`src/rtl/ps2_kbd_port.sv`:
```
// PS/2 keyboard receiver on the CPU port bus: bytes at DATA_PORT, status/control at STAT_PORT.
// Latency: byte readable and irq pulsed one cycle after the stop-bit strobe (~6 cycles after raw clk fall).
// Backpressure: none toward the keyboard; a byte arriving at a full FIFO without a same-cycle pop is dropped (OVF).
module ps2_kbd_port #(
    parameter int          DEPTH_LOG2 = 3,
    parameter int          TIMEOUT    = 2500,
    parameter logic [7:0]  VECTOR     = 8'h09,
    parameter logic [15:0] DATA_PORT  = 16'h0060,
    parameter logic [15:0] STAT_PORT  = 16'h0064
) (
    input  logic        clock,
    input  logic        reset,
    input  logic        ps2_clk,
    input  logic        ps2_dat,
    input  logic [15:0] port_a,
    input  logic        port_r,
    input  logic        port_w,
    input  logic [7:0]  port_o,
    output logic [7:0]  port_i,
    output logic        port_hit,
    output logic        irq,
    output logic [7:0]  irq_in
);

    localparam int DEPTH = 1 << DEPTH_LOG2;
    localparam int TW    = $clog2(TIMEOUT + 1);

    typedef enum logic [1:0] {S_IDLE, S_DATA, S_PARITY, S_STOP} state_t;

    // Input conditioning
    logic       clk_s1, clk_s2, dat_s1, dat_s2;
    logic [2:0] clk_hist;
    logic       clk_filt;
    logic [3:0] clk_win;
    logic       strobe;

    assign clk_win = {clk_hist, clk_s2};
    assign strobe  = clk_filt && (clk_win == 4'h0);

    always_ff @(posedge clock) begin
        if (reset) begin
            clk_s1   <= 1'b1;
            clk_s2   <= 1'b1;
            dat_s1   <= 1'b1;
            dat_s2   <= 1'b1;
            clk_hist <= 3'b111;
            clk_filt <= 1'b1;
        end else begin
            clk_s1   <= ps2_clk;
            clk_s2   <= clk_s1;
            dat_s1   <= ps2_dat;
            dat_s2   <= dat_s1;
            clk_hist <= {clk_hist[1:0], clk_s2};
            if (clk_win == 4'h0)
                clk_filt <= 1'b0;
            else if (clk_win == 4'hF)
                clk_filt <= 1'b1;
        end
    end

    // Frame FSM
    state_t          state, state_nxt;
    logic [7:0]      shreg;
    logic [2:0]      bit_cnt;
    logic            par_bit;
    logic [TW-1:0]   tmo_cnt;
    logic            tmo;
    logic            frame_done, frame_ok, frame_bad;

    assign tmo        = (state != S_IDLE) && !strobe && (tmo_cnt == TW'(TIMEOUT - 1));
    assign frame_done = strobe && (state == S_STOP);
    assign frame_ok   = frame_done && dat_s2 && (^{shreg, par_bit});
    assign frame_bad  = frame_done && !frame_ok;

    always_comb begin
        state_nxt = state;
        if (tmo) begin
            state_nxt = S_IDLE;
        end else if (strobe) begin
            case (state)
                S_IDLE:   if (!dat_s2) state_nxt = S_DATA;
                S_DATA:   if (bit_cnt == 3'd7) state_nxt = S_PARITY;
                S_PARITY: state_nxt = S_STOP;
                S_STOP:   state_nxt = S_IDLE;
                default:  state_nxt = S_IDLE;
            endcase
        end
    end

    always_ff @(posedge clock) begin
        if (reset) begin
            state   <= S_IDLE;
            shreg   <= 8'h00;
            bit_cnt <= 3'd0;
            par_bit <= 1'b0;
            tmo_cnt <= '0;
        end else begin
            state <= state_nxt;
            if (state == S_IDLE || strobe)
                tmo_cnt <= '0;
            else
                tmo_cnt <= tmo_cnt + TW'(1);
            if (strobe) begin
                case (state)
                    S_IDLE:   bit_cnt <= 3'd0;
                    S_DATA: begin
                        shreg   <= {dat_s2, shreg[7:1]};
                        bit_cnt <= bit_cnt + 3'd1;
                    end
                    S_PARITY: par_bit <= dat_s2;
                    default:  ;
                endcase
            end
        end
    end

    // Port decode
    logic hit_data, hit_stat;
    logic rd_data, flush, clr_flags;

    assign hit_data  = (port_a == DATA_PORT);
    assign hit_stat  = (port_a == STAT_PORT);
    assign port_hit  = hit_data || hit_stat;
    assign rd_data   = port_r && hit_data;
    assign flush     = port_w && hit_stat && port_o[1];
    assign clr_flags = port_w && hit_stat && port_o[2];
    assign irq_in    = VECTOR;

    logic unused_bits;
    assign unused_bits = ^port_o[7:3];

    // Byte FIFO; a pop frees the slot for a same-edge push even when full
    logic [7:0]            mem [DEPTH];
    logic [DEPTH_LOG2-1:0] wr_ptr, rd_ptr;
    logic [DEPTH_LOG2:0]   count;
    logic                  not_empty, full, pop, push, ovf_set;
    logic                  ovf, terr, perr, irq_en;

    assign not_empty = (count != '0);
    assign full      = (count == (DEPTH_LOG2 + 1)'(DEPTH));
    assign pop       = rd_data && not_empty;
    assign push      = frame_ok && !flush && (!full || pop);
    assign ovf_set   = frame_ok && full && !pop;

    always_ff @(posedge clock) begin
        if (push)
            mem[wr_ptr] <= shreg;
    end

    always_ff @(posedge clock) begin
        if (reset || flush) begin
            wr_ptr <= '0;
            rd_ptr <= '0;
            count  <= '0;
        end else begin
            if (push) wr_ptr <= wr_ptr + 1'b1;
            if (pop)  rd_ptr <= rd_ptr + 1'b1;
            case ({push, pop})
                2'b10:   count <= count + 1'b1;
                2'b01:   count <= count - 1'b1;
                default: count <= count;
            endcase
        end
    end

    always_ff @(posedge clock) begin
        if (reset) begin
            ovf    <= 1'b0;
            terr   <= 1'b0;
            perr   <= 1'b0;
            irq_en <= 1'b1;
            irq    <= 1'b0;
        end else begin
            irq <= push && irq_en;
            if (port_w && hit_stat)
                irq_en <= port_o[0];
            // Setting a flag beats a same-cycle clear
            if (ovf_set)        ovf <= 1'b1;
            else if (clr_flags) ovf <= 1'b0;
            if (tmo)            terr <= 1'b1;
            else if (clr_flags) terr <= 1'b0;
            if (frame_bad)      perr <= 1'b1;
            else if (clr_flags) perr <= 1'b0;
        end
    end

    always_comb begin
        port_i = 8'hFF;
        if (hit_data)
            port_i = not_empty ? mem[rd_ptr] : 8'h00;
        else if (hit_stat)
            port_i = {ovf, terr, perr, 2'b00, irq_en, 1'b0, not_empty};
    end

endmodule
```
`config.mk`:
```
export PLATFORM = sky130hd
export DESIGN_NAME = ps2_kbd_port
export DESIGN_NICKNAME = d
export VERILOG_FILES = /design/src/rtl/ps2_kbd_port.sv
export SDC_FILE = /design/constraint.sdc
export NUM_CORES = 1
export LEC_CHECK = 0
export ABC_AREA = 1
export CAP_MARGIN = 40
export CORE_ASPECT_RATIO = 0.7
export CORE_MARGIN = 2
export CORE_UTILIZATION = 45
export CTS_CLUSTER_SIZE = 25
export DETAILED_ROUTE_END_ITERATION = 8
export SLEW_MARGIN = 20
export SYNTH_ARGS = -nofsm -noshare
export SYNTH_HDL_FRONTEND = slang
export SYNTH_SLANG_ARGS = --single-unit
```
`constraint.sdc`:
```
create_clock -name clock -period 3.8 [get_ports clock]
set_input_delay 0.76 -clock clock [delete_from_list [all_inputs] [get_ports clock]]
set_output_delay 0.76 -clock clock [all_outputs]
set_load 0.005 [all_outputs]
```
* Word level (Yosys, flattened, before mapping)
Memory sizes are Yosys's and may differ from the RTL's. A register that Yosys moved wholly into a read port is not among the register bits. Cells that the tools add are included.
Word-level totals: register bits after elaboration 49, output and inout port bits 18, bits in writable memories 64, input port bits 30, memories 1
Operators by class: reduce and logical (&&, ||, !) cells 43, $add $sub $neg 6, equality and inequality tests 13, mux-type cells 18
Memory list:
- mem | words 8, bits a word 8, read ports 1, clocked after Yosys merged registers in 1, write ports 1, RTL line 133 | logic [7:0] mem [DEPTH];
Operators with widths (number):
- $eq A16 B7 Y1 const B | 2
- $mux W8 | 3
- $logic_and A1 B1 Y1 | 17
- $reduce_bool A2 Y1 | 7
- $add A12 B1 Y12 const B | 1
- $eq A12 B12 Y1 const B | 1
- $add A3 B1 Y3 const B | 3
- $reduce_xor A9 Y1 | 1
- $eq A4 B4 Y1 const B | 2
- $mux W1 | 8
- $pmux W2 S4 | 1
- $pmux W4 S2 | 1
- $eq A2 B2 Y1 const B | 3
- $mux W3 | 2
- $pmux W3 S2 | 1
- $reduce_and A2 Y1 | 3
- $logic_not A1 Y1 | 5
- $add A4 B1 Y4 const B | 1
- $eq A2 B1 Y1 const B | 2
- $logic_not A4 Y1 | 1
- $logic_or A1 B1 Y1 | 4
- $mux W2 | 2
- $ne A2 B2 Y1 const B | 2
- $reduce_bool A4 Y1 | 1
- other kinds (5) | 6

* Depth between registers and ports, before layout
word-level depth 9, mapped depth 22

* Worst setup path before layout
OpenSTA, ideal clock, no wires.
path type input -> register, from input port port_a[13], to register count[3], setup slack 1.048 ns, arrival 2.637 ns, library setup time 0.115 ns, path buffers 0, stages 16, path through nor2_1 nand3_1 nor4_4 nand2_2 nor2_4 inv_2 nor2_2 nand2_1 inv_1 ha_1 nand2_1 nor2_1 a211oi_1 o21ai_0 a21oi_1 nor2_1
On the way: longest elaborated chain between the ends 8, elaborated cells between the ends (all ways) 15, classes of those cells 4 x eq/ne; 1 x mux; 10 x reduce/logical
RTL lines:
- start: declaration | RTL line 15 | input logic [15:0] port_a,
- $eq A16 B7 Y1 | RTL line 122 | assign hit_stat = (port_a == STAT_PORT);
- $logic_and A1 B1 Y1 (2 in series) | RTL line 125 | assign flush = port_w && hit_stat && port_o[1];
- $logic_not A1 Y1 | RTL line 142 | assign push = frame_ok && !flush && (!full || pop);
- $logic_and A1 B1 Y1 (2 in series) | RTL line 142
- $eq A2 B1 Y1 / $eq A2 B2 Y1 (equally long branches) | RTL line 158 | case ({push, pop})
- $pmux W4 S2 / $reduce_bool A2 Y1 (equally long branches)
- end signal: assignment | RTL line 159 | 2'b10: count <= count + 1'b1;
- end signal: assignment | RTL line 160 | 2'b01: count <= count - 1'b1;
- end signal: assignment | RTL line 161 | default: count <= count;
- end: declaration | RTL line 135 | logic [DEPTH_LOG2:0] count;
Several ways; a longest one is shown, not always the timed one. A chain may end at the register's enable or synchronous reset.

* Worst setup path after layout
from input port port_a[13], to output port port_i[5]
On the way: longest elaborated chain between the ends 3, elaborated cells between the ends (all ways) 4, classes of those cells 2 x eq/ne; 2 x mux
RTL lines:
- $eq A16 B7 Y1 | RTL line 122
- $mux W8 | RTL line 191 | else if (hit_stat)
- $mux W8 * | RTL line 189 | if (hit_data)
- end: declaration | RTL line 19 | output logic [7:0] port_i,
Every way passes the cells marked *; elsewhere a longest branch is shown, timed or not.

==> summary.txt <==
Outcome
  • Status: finished, final reports clean

Global routing
  • Met2 Track Usage GR: 29.19%
  • Met3 usage: 5.394%
  • Gr ovfl total: 0
  • Met1 Track Usage GR: 26.59%
  • Initial antenna violation count: 0
  • GRT busiest layer: met2
  • Via count of the first global-routing pass: 3620
  • Overall routing resource usage: 19.14%
  • First-pass GRT wire length: 18370 um
  • Pin count of the biggest net entering global routing: 29

Worst setup path
  • Setup crit end kind: primary output
  • R2r startpoint: shreg[0]
  • Crit path max-delay cell type: clkdlybuf4s50_1
  • Worst Reg-to-Reg Cells: 18
  • RR Endpoint: count[3]
  • Critical Path RT: 3040 ps
  • Critical path data arrival time: 2720 ps
  • Kind of critical path: in -> out
  • Crit-path max FO: 8
  • CP Launch Type: input pin
  • CP peak stage delay: 520 ps
  • Worst path cell trace: clkdlybuf4s50_1 > nor2_1 > nand3_1 > nor4_4 > nand2_2 > nor2_4 > nand2_1 > nand2_1 > clkdlybuf4s50_1
  • R2R Setup Slk: 720 ps

Detailed routing
  • Vias per cell: 4.975
  • Router iterations before antenna repair: 4
  • Routed wire per std cell: 14.25 um
  • Vias: 3925
  • Remaining DRCs: 0
  • DRT Wirelength: 11240 um
  • Detail Route Antenna Nets: 0
  • Drt initial violations: 359

Logic synthesis
  • Post-Syn Area: 5212 um^2
  • Unique masters post-synth: 40
  • Syn Inst Count: 573
  • Register bit count reported by yosys: 116
  • Yosys warns: 0
  • Post-synthesis sequential area ratio: 56.84%
  • Avg Inst Size Synth: 9.097 um^2

Pwr
  • Static Leakage: 2.294 nW
  • Peak supply drop: 327.0 uV
  • Power density cells: 455.6 nW/um^2

Placed design
  • Place WS: 179.5 ps
  • Final GP Congestion: 0.7961
  • IO Port Bufs: 34
  • Post-DP HPWL: 7805 um
  • Placed insts: 757

Floorplanning
  • Die Ht: 94.05 um
  • Die width: 132.6 um
  • Die area: 12470 um^2
  • Num ports: 48
  • Initial core utilization: 46.83%
  • Row count: 32
  • Core ar.: 11130 um^2

Clock network
  • Worst-path clk slew: 50 ps
  • Hold-fix buffers, CTS: 0
  • Htree depth: 4
  • Clk_lat worst skew: 410 ps
  • Num CTS Buffers: 17
  • Postcts setup bufs: 0
  • CTS tree: built
  • Clock Sinks: 116
  • Clock tree buffer depth: 2
  • Post-CTS sizing: 0
  • Root buffer cell: clkbuf_16

Timing
  • Fmax: 287.1 MHz
  • Clock skew: 15.74 ps
  • Setup TNS: 0 ps
  • Setup violators final: 0
  • Slew margin rel.: 62.30%
  • Unrepaired setup endpoints after global routing: no
  • Slew @ Worst Pin: 563.5 ps
  • Final Max Slew Viols: 0
  • Minimum clock period: 3483 ps
  • Period utilization: 91.65%
  • Fin. Hold Viols: 0
  • Post-route setup slack: 317.1 ps

Min path
  • Hold Crit Class: reg -> reg
  • Hold Crit Endpoint: dat_s2
  • Worst Hold Depth: 1
  • Hold Path Origin: dat_s1

Cells and area
  • Diode count: 0
  • Final cell count without fillers: 789
  • Final Util: 56.85%
  • Fillcell total: 1034
  • FF/Latch Area: 2963 um^2
  • Area Growth Syn to Fin: 21.39%
  • Layout Nets: 665
  • Fraction of layout cells with a size suffix above 1: 10.38%
  • Multi-input logic area: 1937 um^2

Run
  • Number of max-cap violations: 0
==> per-stage QoR <==
step           total power [W]  hold slack [ps]  cell area [um^2]
2_1_floorplan         0.001360            389.5              5235
3_3_place_gp          0.001385            391.9              5743
3_5_place_dp          0.001386            392.8              5751
4_1_cts               0.002913            421.6              6327
5_1_grt               0.002980            434.1              6327
6_report              0.002883            417.7              6327
==> report_power, final <==
part / total, W / internal, W / switching [W]
combinational: 0.0000459 / 0.0000264 / 0.0000195
clock: 0.00152 / 0.000983 / 0.000539
sequential: 0.00131 / 0.00131 / 0.00000106
==> how the worst max path moves through the flow <==
stage / startpoint / end / slack (ps) / cells past startpoint
2_1_floorplan: port_a[13] / count[3] / 1050 / 16
3_3_place_gp: port_a[9] / count[3] / 260 / 17
3_5_place_dp: port_a[1] / count[3] / 180 / 17
4_1_cts: port_a[1] / port_i[5] / 290 / 9
5_1_grt: port_a[7] / port_i[6] / 150 / 9
6_report: port_a[13] / port_i[5] / 320 / 9
==> state kept, by name (all words and copies together), names as in the netlist, 2 cells and up, named ones only <==
register,flops
rd_ptr,3
tmo_cnt,12
bit_cnt,3
state,2
clk_hist,3
mem,64
count,4
wr_ptr,3
shreg,8
==> layer usage <==
metal	routed length, um	vias to the layer above
li1	-	2012
met1	5540	1830
met2	5033	77
met3	617	6
met4	52	0
met5	0	-
==> cells in the mapped netlist <==
library cell	n	share of area, %
fa_1	1	0.38
nor2_4	2	0.43
nand3_2	3	0.58
o211ai_4	1	0.41
nor3b_1	2	0.29
or2_4	1	0.17
nand2_2	2	0.24
o22ai_1	14	1.7
conb_1	2	0.14
nor2_2	2	0.24
nand4_1	5	0.60
xnor2_1	1	0.17
a311oi_1	3	0.50
a21oi_1	36	3.5
o21ai_0	46	4.4
dfxtp_1	52	20
nor3_1	15	1.4
a221oi_1	1	0.17
nand2_1	130	9.4
a211oi_1	1	0.14
edfxtp_1	64	37
buf_4	8	1.2
clkbuf_1	13	0.94
o21a_1	1	0.14
ha_1	11	2.6
or2_0	1	0.12
or2_2	5	0.60
nand3b_1	1	0.14
nor3_2	4	0.77
nand3_1	18	1.7
inv_2	3	0.22
o211ai_1	2	0.29
o21bai_1	1	0.14
xor2_1	3	0.50
a21oi_2	1	0.17
nor2_1	59	4.2
inv_1	55	4.0
nor4_4	1	0.41
clkinv_1	1	0.072
buf_2	1	0.096
==> worst max-delay path: cells and delay by family <==
| kind | cells | cell delay, ps |
|---|---|---|
| AND/OR/NAND/NOR | 7 | 1050 |
| buffers and inverters | 2 | 920 |
==> cell families (layout without fill, tap and decap cells) <==
logic type | Yosys count | after routing | share of synthesized area [%]
AND/OR/NAND/NOR | 251 | 251 | 21.36
flip-flops | 116 | 116 | 56.84
AO/OA/AOI/OAI | 107 | 107 | 11.52
buffers and inverters | 81 | 138 | 6.433
adder cells (fa/ha/maj) | 12 | 12 | 3.024
XOR/XNOR | 4 | 4 | 0.6722
other | 2 | 8 | 0.1441
==> area by class of cell <==
cell class / instances / area share, %
inverters: 59 / 3.500
flip-flops and latches: 116 / 46.83
repair buffers: 47 / 6.921
multi-input cells: 382 / 30.61
well taps: 153 / 3.026
clock buffers: 26 / 8.582
clock inverters: 6 / 0.5339
==> placed cells by master, fill, tap and decap left out, drive strengths merged, types with 2 or more instances in the layout <==
master           n
o21ai           46
o22ai           14
ha              11
a311oi           3
or2              7
buf             13
edfxtp          64
nor2            63
nand3           21
nand2          132
dfxtp           52
nor3b            2
o211ai           3
nand4            5
clkbuf          26
clkinv           4
xor2             3
a21oi           37
inv             61
clkdlybuf4s50   34
conb             8
nor3            19
No activity file was read; power rests on OpenSTA's default activity.
